### config.mk
export PLATFORM = sky130hd
export DESIGN_NAME = circle_mover
export DESIGN_NICKNAME = d
export VERILOG_FILES = /design/src/rtl/circle_mover.sv
export SDC_FILE = /design/constraint.sdc
export NUM_CORES = 1
export LEC_CHECK = 0
export BUFFER_PORTS_ARGS = -buffer_cell sky130_fd_sc_hd__buf_4
export CAP_MARGIN = 10
export CORE_UTILIZATION = 65
export DETAILED_ROUTE_END_ITERATION = 16
export GPL_ROUTABILITY_DRIVEN = 0
export GPL_TIMING_DRIVEN = 0
export PLACE_DENSITY = 0.95
export REMOVE_ABC_BUFFERS = 1
export SLEW_MARGIN = 40
export SYNTH_ARGS = -nofsm -noshare
export SYNTH_HDL_FRONTEND = slang
export SYNTH_SLANG_ARGS = --single-unit
### constraint.sdc
create_clock -name clk_148Mhz -period 7.2 [get_ports clk_148Mhz]
set_input_delay 1.44 -clock clk_148Mhz [delete_from_list [all_inputs] [get_ports clk_148Mhz]]
set_output_delay 1.44 -clock clk_148Mhz [all_outputs]
set_load 0.02 [all_outputs]
### src/rtl/circle_mover.sv
`timescale 1ns/1ps
`default_nettype none
// ============================================================================
// Module  : circle_mover
// Purpose : Moves a circle centre once per frame, either under button control
//           or bouncing between the screen bounds, with a pause toggle.
// Rev     : 1.0  initial release
// ============================================================================
module circle_mover #(
    parameter int HV   = 1920,
    parameter int VV   = 1080,
    parameter int RAZA = 120,
    parameter int STEP = 4
) (
    input  logic               clk_148Mhz,
    input  logic               reset,
    input  logic               v_sync,
    input  logic               btn_up,
    input  logic               btn_down,
    input  logic               btn_left,
    input  logic               btn_right,
    input  logic               btn_center,
    input  logic               sw_auto,
    output logic signed [11:0] x_pos,
    output logic signed [11:0] y_pos,
    output logic               frame_tick,
    output logic               paused
);

    localparam logic signed [12:0] c_x_min = 13'(RAZA);
    localparam logic signed [12:0] c_x_max = 13'(HV - 1 - RAZA);
    localparam logic signed [12:0] c_y_min = 13'(RAZA);
    localparam logic signed [12:0] c_y_max = 13'(VV - 1 - RAZA);
    localparam logic signed [12:0] c_step  = 13'(STEP);
    localparam logic signed [11:0] c_x_rst = 12'(HV / 2);
    localparam logic signed [11:0] c_y_rst = 12'(VV / 2);

    typedef enum logic [1:0] {
        ST_MANUAL = 2'd0,
        ST_AUTO   = 2'd1,
        ST_PAUSE  = 2'd2
    } state_t;

    state_t             r_state;
    state_t             w_state_next;
    logic [5:0]         r_sync1;
    logic [5:0]         r_sync2;
    logic               r_vs;
    logic               r_center_prev;
    logic               r_dir_x;
    logic               r_dir_y;
    logic               w_dir_x_next;
    logic               w_dir_y_next;
    logic signed [11:0] w_x_next;
    logic signed [11:0] w_y_next;
    logic signed [12:0] w_x_ext;
    logic signed [12:0] w_y_ext;
    logic signed [12:0] w_dx;
    logic signed [12:0] w_dy;
    logic signed [12:0] w_x_auto;
    logic signed [12:0] w_y_auto;
    logic               w_up, w_down, w_left, w_right, w_center, w_auto;
    logic               w_press;

    // Saturate in 13 bits so the 12-bit result can never wrap.
    function automatic logic signed [11:0] f_clamp(input logic signed [12:0] v,
                                                   input logic signed [12:0] lo,
                                                   input logic signed [12:0] hi);
        if (v < lo)
            f_clamp = lo[11:0];
        else if (v > hi)
            f_clamp = hi[11:0];
        else
            f_clamp = v[11:0];
    endfunction

    always_ff @(posedge clk_148Mhz) begin
        if (reset) begin
            r_sync1 <= '0;
            r_sync2 <= '0;
        end else begin
            r_sync1 <= {sw_auto, btn_center, btn_right, btn_left, btn_down, btn_up};
            r_sync2 <= r_sync1;
        end
    end

    assign {w_auto, w_center, w_right, w_left, w_down, w_up} = r_sync2;

    always_ff @(posedge clk_148Mhz) begin
        if (reset) begin
            r_vs       <= 1'b0;
            frame_tick <= 1'b0;
        end else begin
            r_vs       <= v_sync;
            frame_tick <= v_sync & ~r_vs;
        end
    end

    assign w_press  = w_center & ~r_center_prev;
    assign w_x_ext  = 13'(x_pos);
    assign w_y_ext  = 13'(y_pos);
    // Opposing buttons cancel on their own axis only.
    assign w_dx     = (w_right & ~w_left) ? c_step : (w_left & ~w_right) ? -c_step : 13'sd0;
    assign w_dy     = (w_down & ~w_up)    ? c_step : (w_up & ~w_down)    ? -c_step : 13'sd0;
    assign w_x_auto = w_x_ext + (r_dir_x ? c_step : -c_step);
    assign w_y_auto = w_y_ext + (r_dir_y ? c_step : -c_step);

    always_comb begin
        w_state_next = r_state;
        w_x_next     = x_pos;
        w_y_next     = y_pos;
        w_dir_x_next = r_dir_x;
        w_dir_y_next = r_dir_y;
        if (frame_tick) begin
            case (r_state)
                ST_MANUAL: begin
                    if (w_press) begin
                        w_state_next = ST_PAUSE;
                    end else begin
                        if (w_auto)
                            w_state_next = ST_AUTO;
                        w_x_next = f_clamp(w_x_ext + w_dx, c_x_min, c_x_max);
                        w_y_next = f_clamp(w_y_ext + w_dy, c_y_min, c_y_max);
                    end
                end
                ST_AUTO: begin
                    if (w_press) begin
                        w_state_next = ST_PAUSE;
                    end else begin
                        if (!w_auto)
                            w_state_next = ST_MANUAL;
                        // Reaching a bound exactly also reverses direction.
                        w_x_next = f_clamp(w_x_auto, c_x_min, c_x_max);
                        w_y_next = f_clamp(w_y_auto, c_y_min, c_y_max);
                        if (w_x_auto >= c_x_max)
                            w_dir_x_next = 1'b0;
                        else if (w_x_auto <= c_x_min)
                            w_dir_x_next = 1'b1;
                        if (w_y_auto >= c_y_max)
                            w_dir_y_next = 1'b0;
                        else if (w_y_auto <= c_y_min)
                            w_dir_y_next = 1'b1;
                    end
                end
                ST_PAUSE: begin
                    if (w_press)
                        w_state_next = w_auto ? ST_AUTO : ST_MANUAL;
                end
                default: w_state_next = ST_MANUAL;
            endcase
        end
    end

    always_ff @(posedge clk_148Mhz) begin
        if (reset) begin
            r_state       <= ST_MANUAL;
            r_center_prev <= 1'b0;
            r_dir_x       <= 1'b1;
            r_dir_y       <= 1'b1;
            x_pos         <= c_x_rst;
            y_pos         <= c_y_rst;
        end else begin
            r_state       <= w_state_next;
            r_dir_x       <= w_dir_x_next;
            r_dir_y       <= w_dir_y_next;
            x_pos         <= w_x_next;
            y_pos         <= w_y_next;
            if (frame_tick)
                r_center_prev <= w_center;
        end
    end

    assign paused = (r_state == ST_PAUSE);

endmodule
`default_nettype wire

## After elaboration in Yosys (flattened, before gate mapping)

Index checks and enable logic that the tools add are counted.

- Input bits: 9
- Register bits after elaboration: 43
- Output and inout port bits: 26
- Word-level logic and storage cells: 85

- $add $sub $neg: 4
- Mux-type cells: 31
- Bitwise operators: 13
- Reduce and logical (&&, ||, !) cells: 8
- $lt $le $gt $ge: 12
- Eq/ne operators: 7

Operators by type and width:

| kind | count |
|---|---|
| 2-to-1 mux 12 bit | 12 |
| 2-to-1 mux 13 bit | 6 |
| adder 12 x 13 -> 13 bit | 4 |
| < comparator 13 x 8 -> 1 bit, second input constant | 4 |
| one-hot mux 12 bit (2 select lines) | 2 |
| greater-than comparator 13 x 11 -> 1 bit, second input constant | 2 |
| greater-than comparator 13 x 12 -> 1 bit, second input constant | 2 |
| less-or-equal comparator 13 x 8 -> 1 bit, second input constant | 2 |
| AND reduction 4 bit | 4 |
| greater-or-equal comparator 13 x 11 -> 1 bit, second input constant | 1 |
| greater-or-equal comparator 13 x 12 -> 1 bit, second input constant | 1 |
| 2-to-1 mux 2 bit | 5 |
| inverter 1 bit | 7 |
| bitwise AND 1 bit | 6 |
| != test 3 bit, second input constant | 2 |
| one-hot mux 2 bit (3 select lines) | 1 |
| nonzero test 2 bit | 3 |
| 2-to-1 mux 1 bit | 5 |
| != test 2 bit, second input constant | 2 |
| equality test 2 x 1 -> 1 bit, second input constant | 1 |
| equality test 2 bit, second input constant | 1 |
| zero test 2 bit | 1 |
| != test 2 x 1 -> 1 bit, second input constant | 1 |

## Depth between registers and ports, before layout

- Depth after elaboration: 10
- Gate-level depth with buffers: 15
- Gate-level depth less buffers: 14

## Least setup slack after synthesis

OpenSTA, ideal clock, no wires.

- Path kind: register to register
- Start point: register r_sync2[3]
- End point: register x_pos[0]
- Stages on the path, launching flop included: 15
- Slack: 3.758 ns
- Clock period less this slack: 3.442 ns
- Arrival time: 3.323 ns
- Required time: 7.081 ns
- Library setup time: 0.119 ns
- Cell sequence: dfxtp_1 -> inv_1 -> ha_1 -> inv_1 -> ha_1 -> fa_1 -> and2_1 -> a2111oi_0 -> o21ai_2 -> xor2_2 -> mux2i_1 -> or2_1 -> nor2_1 -> o311a_1 -> o221a_1

- Word-level cells in the longest chain between the ends: 10
- Elaborated cells on any way between the ends: 12

Ends and longest elaborated chain:

| what | RTL line | RTL |
|---|---|---|
| from (decl) | 47 | `logic [5:0] r_sync2;` |
| from (signal assigned) | 83 | `r_sync2 <= r_sync1;` |
| inverter 1 bit | 103 | `assign w_dx = (w_right & ~w_left) ? c_step : (w_left & ~w_right) ? -c_step : 13'sd0;` |
| bitwise AND 1 bit | 103 |  |
| 2-to-1 mux 13 bit | 103 |  |
| 2-to-1 mux 13 bit * | 103 |  |
| adder 12 x 13 -> 13 bit * | 122 | `w_x_next = f_clamp(w_x_ext + w_dx, c_x_min, c_x_max);` |
| greater-than comparator 13 x 12 -> 1 bit | 71 | `else if (v > hi)` |
| 2-to-1 mux 12 bit | 71 |  |
| 2-to-1 mux 12 bit * | 69 | `if (v < lo)` |
| 2-to-1 mux 12 bit * | 117 | `if (w_press) begin` |
| one-hot mux 12 bit (2 select lines) * | 115 | `case (r_state)` |
| to (signal assigned) | 160 | `x_pos <= c_x_rst;` |
| to (signal assigned) | 166 | `x_pos <= w_x_next;` |
| to (decl) | 24 | `output logic signed [11:0] x_pos,` |

Every way passes the cells marked *; elsewhere a longest branch is shown, timed or not. The select of a mux whose other input is x is not followed.
A chain may end at the register's enable or synchronous reset.

## Worst setup path after layout

Same ends and word-level chain as after synthesis.

==> flow_summary.ini <==
[pwr]
p_seq_frac = 0.426
p_int_uw = 393
powerDensity_nw_per_um2 = 128
power_frac_comb = 0.337
max-vdd-ir-drop_v = 0.000158
pwr-share-clk = 0.237
p_sw_uw = 238
leakage_nw = 1.93
finalPower_uw = 631
swShare = 0.377

[yosys]
synth_top_family_by_area = compound AO/OA/AOI/OAI gates
yosysWarningCount = 0
synthAdderAreaFrac = 0.0935
synth_edf_count = 0
synth_area_um2 = 4660
synth_compound_area_frac = 0.323
synth_top_area_frac = 0.176
synth-xor-area-share = 0.0747
yosys.area.top_type = dfxtp_1
synth-simple-area-share = 0.259
async_flop_share = 0
ys_top_cells_by_area = dfxtp_1 (18%), ha_1 (8.1%), o21ai_0 (4.3%), xnor2_1 (4.1%), a21oi_1 (4.0%)
yosysUniqueCellTypes = 96
muxShareOfSynthArea = 0.0118
yosys.cell_count.top_type = dfxtp_1
synth_cells = 596
ys_seq_elements = 41
synth_common_cells = dfxtp_1 (41), o21ai_0 (40), nor2_1 (39)
ys.flop_type = dfxtp_1
ys_seq_area_frac = 0.176
synth.avg_cell_area_um2 = 7.81

[cts]
cts_resized = 0
h-tree-depth = 2
clkLatencyLatePin_ns = 0.30
cts_made_buffers = 5
clkSinkCount = 41
post-cts-setup-buffers = 0
path_clk_slew_ns = 0.08
clock-root-buffer = clkbuf_8
clock_path_buffers = 2
postCtsHoldBufs = 0
cts_tree = built

[timing]
relSlewSlack = 0.465
finalHoldViolCount = 0
setup_ws_ns = 3.27
post-route-min-period_ns = 3.93
fmax_mhz = 254
rsz0062_at_grt = false
finalSetupTns_ns = 0
finalMaxSlewViolations = 0
post-route-period-util = 0.546
fin_hold_ws_ns = 0.399
tightest_slew_ns = 0.802
skew_ns = 0.0101
final-setup-viol-count = 0

[floorplan]
coreArea_um2 = 6870
die-area_um2 = 7510
die_w_um = 86.6
die_h_um = 86.6
initial_core_util = 0.678
num_io_pins = 35
row_count = 30

[critical_path]
cp_slowest_cell = fa_1
reg2reg_depth = 14
crit_path_end_kind = register
cp.arrival_ns = 4.13
path_cells = inv_1 -> ha_1 -> inv_1 -> ha_1 -> fa_1 -> and4bb_1 -> o2bb2ai_1 -> o21ai_1 -> nand2_1 -> or2_2 -> a21oi_1 -> nand2_1 -> o311a_1 -> o221a_1
start_kind = register
cp.buffers_inverters = 2
slowest_delay_ns = 0.51
r2r_setup_slack_ns = 3.27
worstPathRequired_ns = 7.39
worstSetupPathType = reg -> reg
critPathTopFamily = compound AO/OA/AOI/OAI gates
crit_cells = 14
crit_fanout = 7

[outcome]
status = finished clean

[drt]
postRouteAntennaNets = 0
avgViaCountPerCell = 6.90
dr.pass1.iters = 6
drc = 0
num_vias = 4819
wirelength_um = 12300
avgRoutedWirePerCell_um = 17.6
first_iter_violations = 433

[global_routing]
grt_max_degree = 33
antenna_found_initial = 0
grt_usage = 0.330
grt_pass1_wl_um = 20200
grt_pass1_vias = 4338
gr-total-overflow = 0

[final_layout]
final_cells = 698
fin_area_um2 = 4920
post-route-util = 0.716
diodes = 0
nets = 643
drive_above_1_share = 0.130
synthToLayoutAreaGrowth_pct = 5.62

[hold_path]
hold_depth = 1
hold_class = reg -> reg

[placement]
dp_hpwl_um = 8930
place_ws_ns = 3.37
port_buffers = 34
postPlaceCellArea_um2 = 4830
place_inst = 690

[run]
cap_violations = 0
## layout make-up
type / count / area (um2)
clock buffer: 5 / 68.8
clock inverter: 3 / 17.5
fill: 495 / 1950
multi-input combinational: 497 / 3550
sequential: 41 / 821
timing repair buffer: 34 / 255
inverter: 22 / 82.6
tap: 96 / 120
## cell families after synthesis
logic type | count (synthesis)
AOI/OAI and AO/OA | 207
xor gates and xnor gates | 38
adders and majority gates | 33
buffers and inverters | 58
DFF | 41
muxes | 5
and+or+nand+nor | 214
## state kept, by name, indices dropped and copies added (netlist names)
register       flops
x_pos             11
y_pos             11
r_sync1            6
r_sync2            6
r_state            2
frame_tick         1
r_center_prev      1
r_dir_x            1
r_dir_y            1
r_vs               1
## worst paths after layout
check                   from    endpoint
setup reg to reg  r_sync2[3]    x_pos[0]
hold / removal          r_vs  frame_tick
hold reg to reg         r_vs  frame_tick
setup / recovery  r_sync2[3]    x_pos[0]
## power groups by stage
stage | combinational [mW] | sequential (mW) | clock (mW)
floorplan | 0.145 | 0.273 | 0
global placement | 0.196 | 0.271 | 0
detailed placement | 0.206 | 0.273 | 0
CTS | 0.207 | 0.267 | 0.153
global route | 0.230 | 0.271 | 0.162
finish | 0.212 | 0.269 | 0.149
## metal layers
layer | vias to the layer above | track usage | wire (um)
li1 | 2254 | - | -
met1 | 2248 | 0.439 | 5090
met2 | 268 | 0.543 | 5800
met3 | 49 | 0.0476 | 1010
met4 | 0 | 0.120 | 351
met5 | - | 0 | 0
## placed cells by master, fill, tap and decap left out, types with 5 or more instances in the layout
cell      instances
a211oi_1          7
a21o_1            7
a21oi_1          37
a31oi_1          13
and3_1            7
buf_4            34
clkbuf_8          5
dfxtp_1          41
ha_1             28
inv_1            21
nand2_1          35
nand2b_1         11
nand3_1          13
nand4_1           6
nor2_1           39
nor2b_1          28
nor3_1           17
nor3b_1           5
nor4_1            5
nor4b_1           5
o211ai_1          7
o21a_1            9
o21ai_0          40
o21ai_1           6
o22ai_1           6
o31a_1            5
or3_1             6
or4_1             6
xnor2_1          22
xor2_1           14
Note: power is estimated with default switching activity, not from simulation.
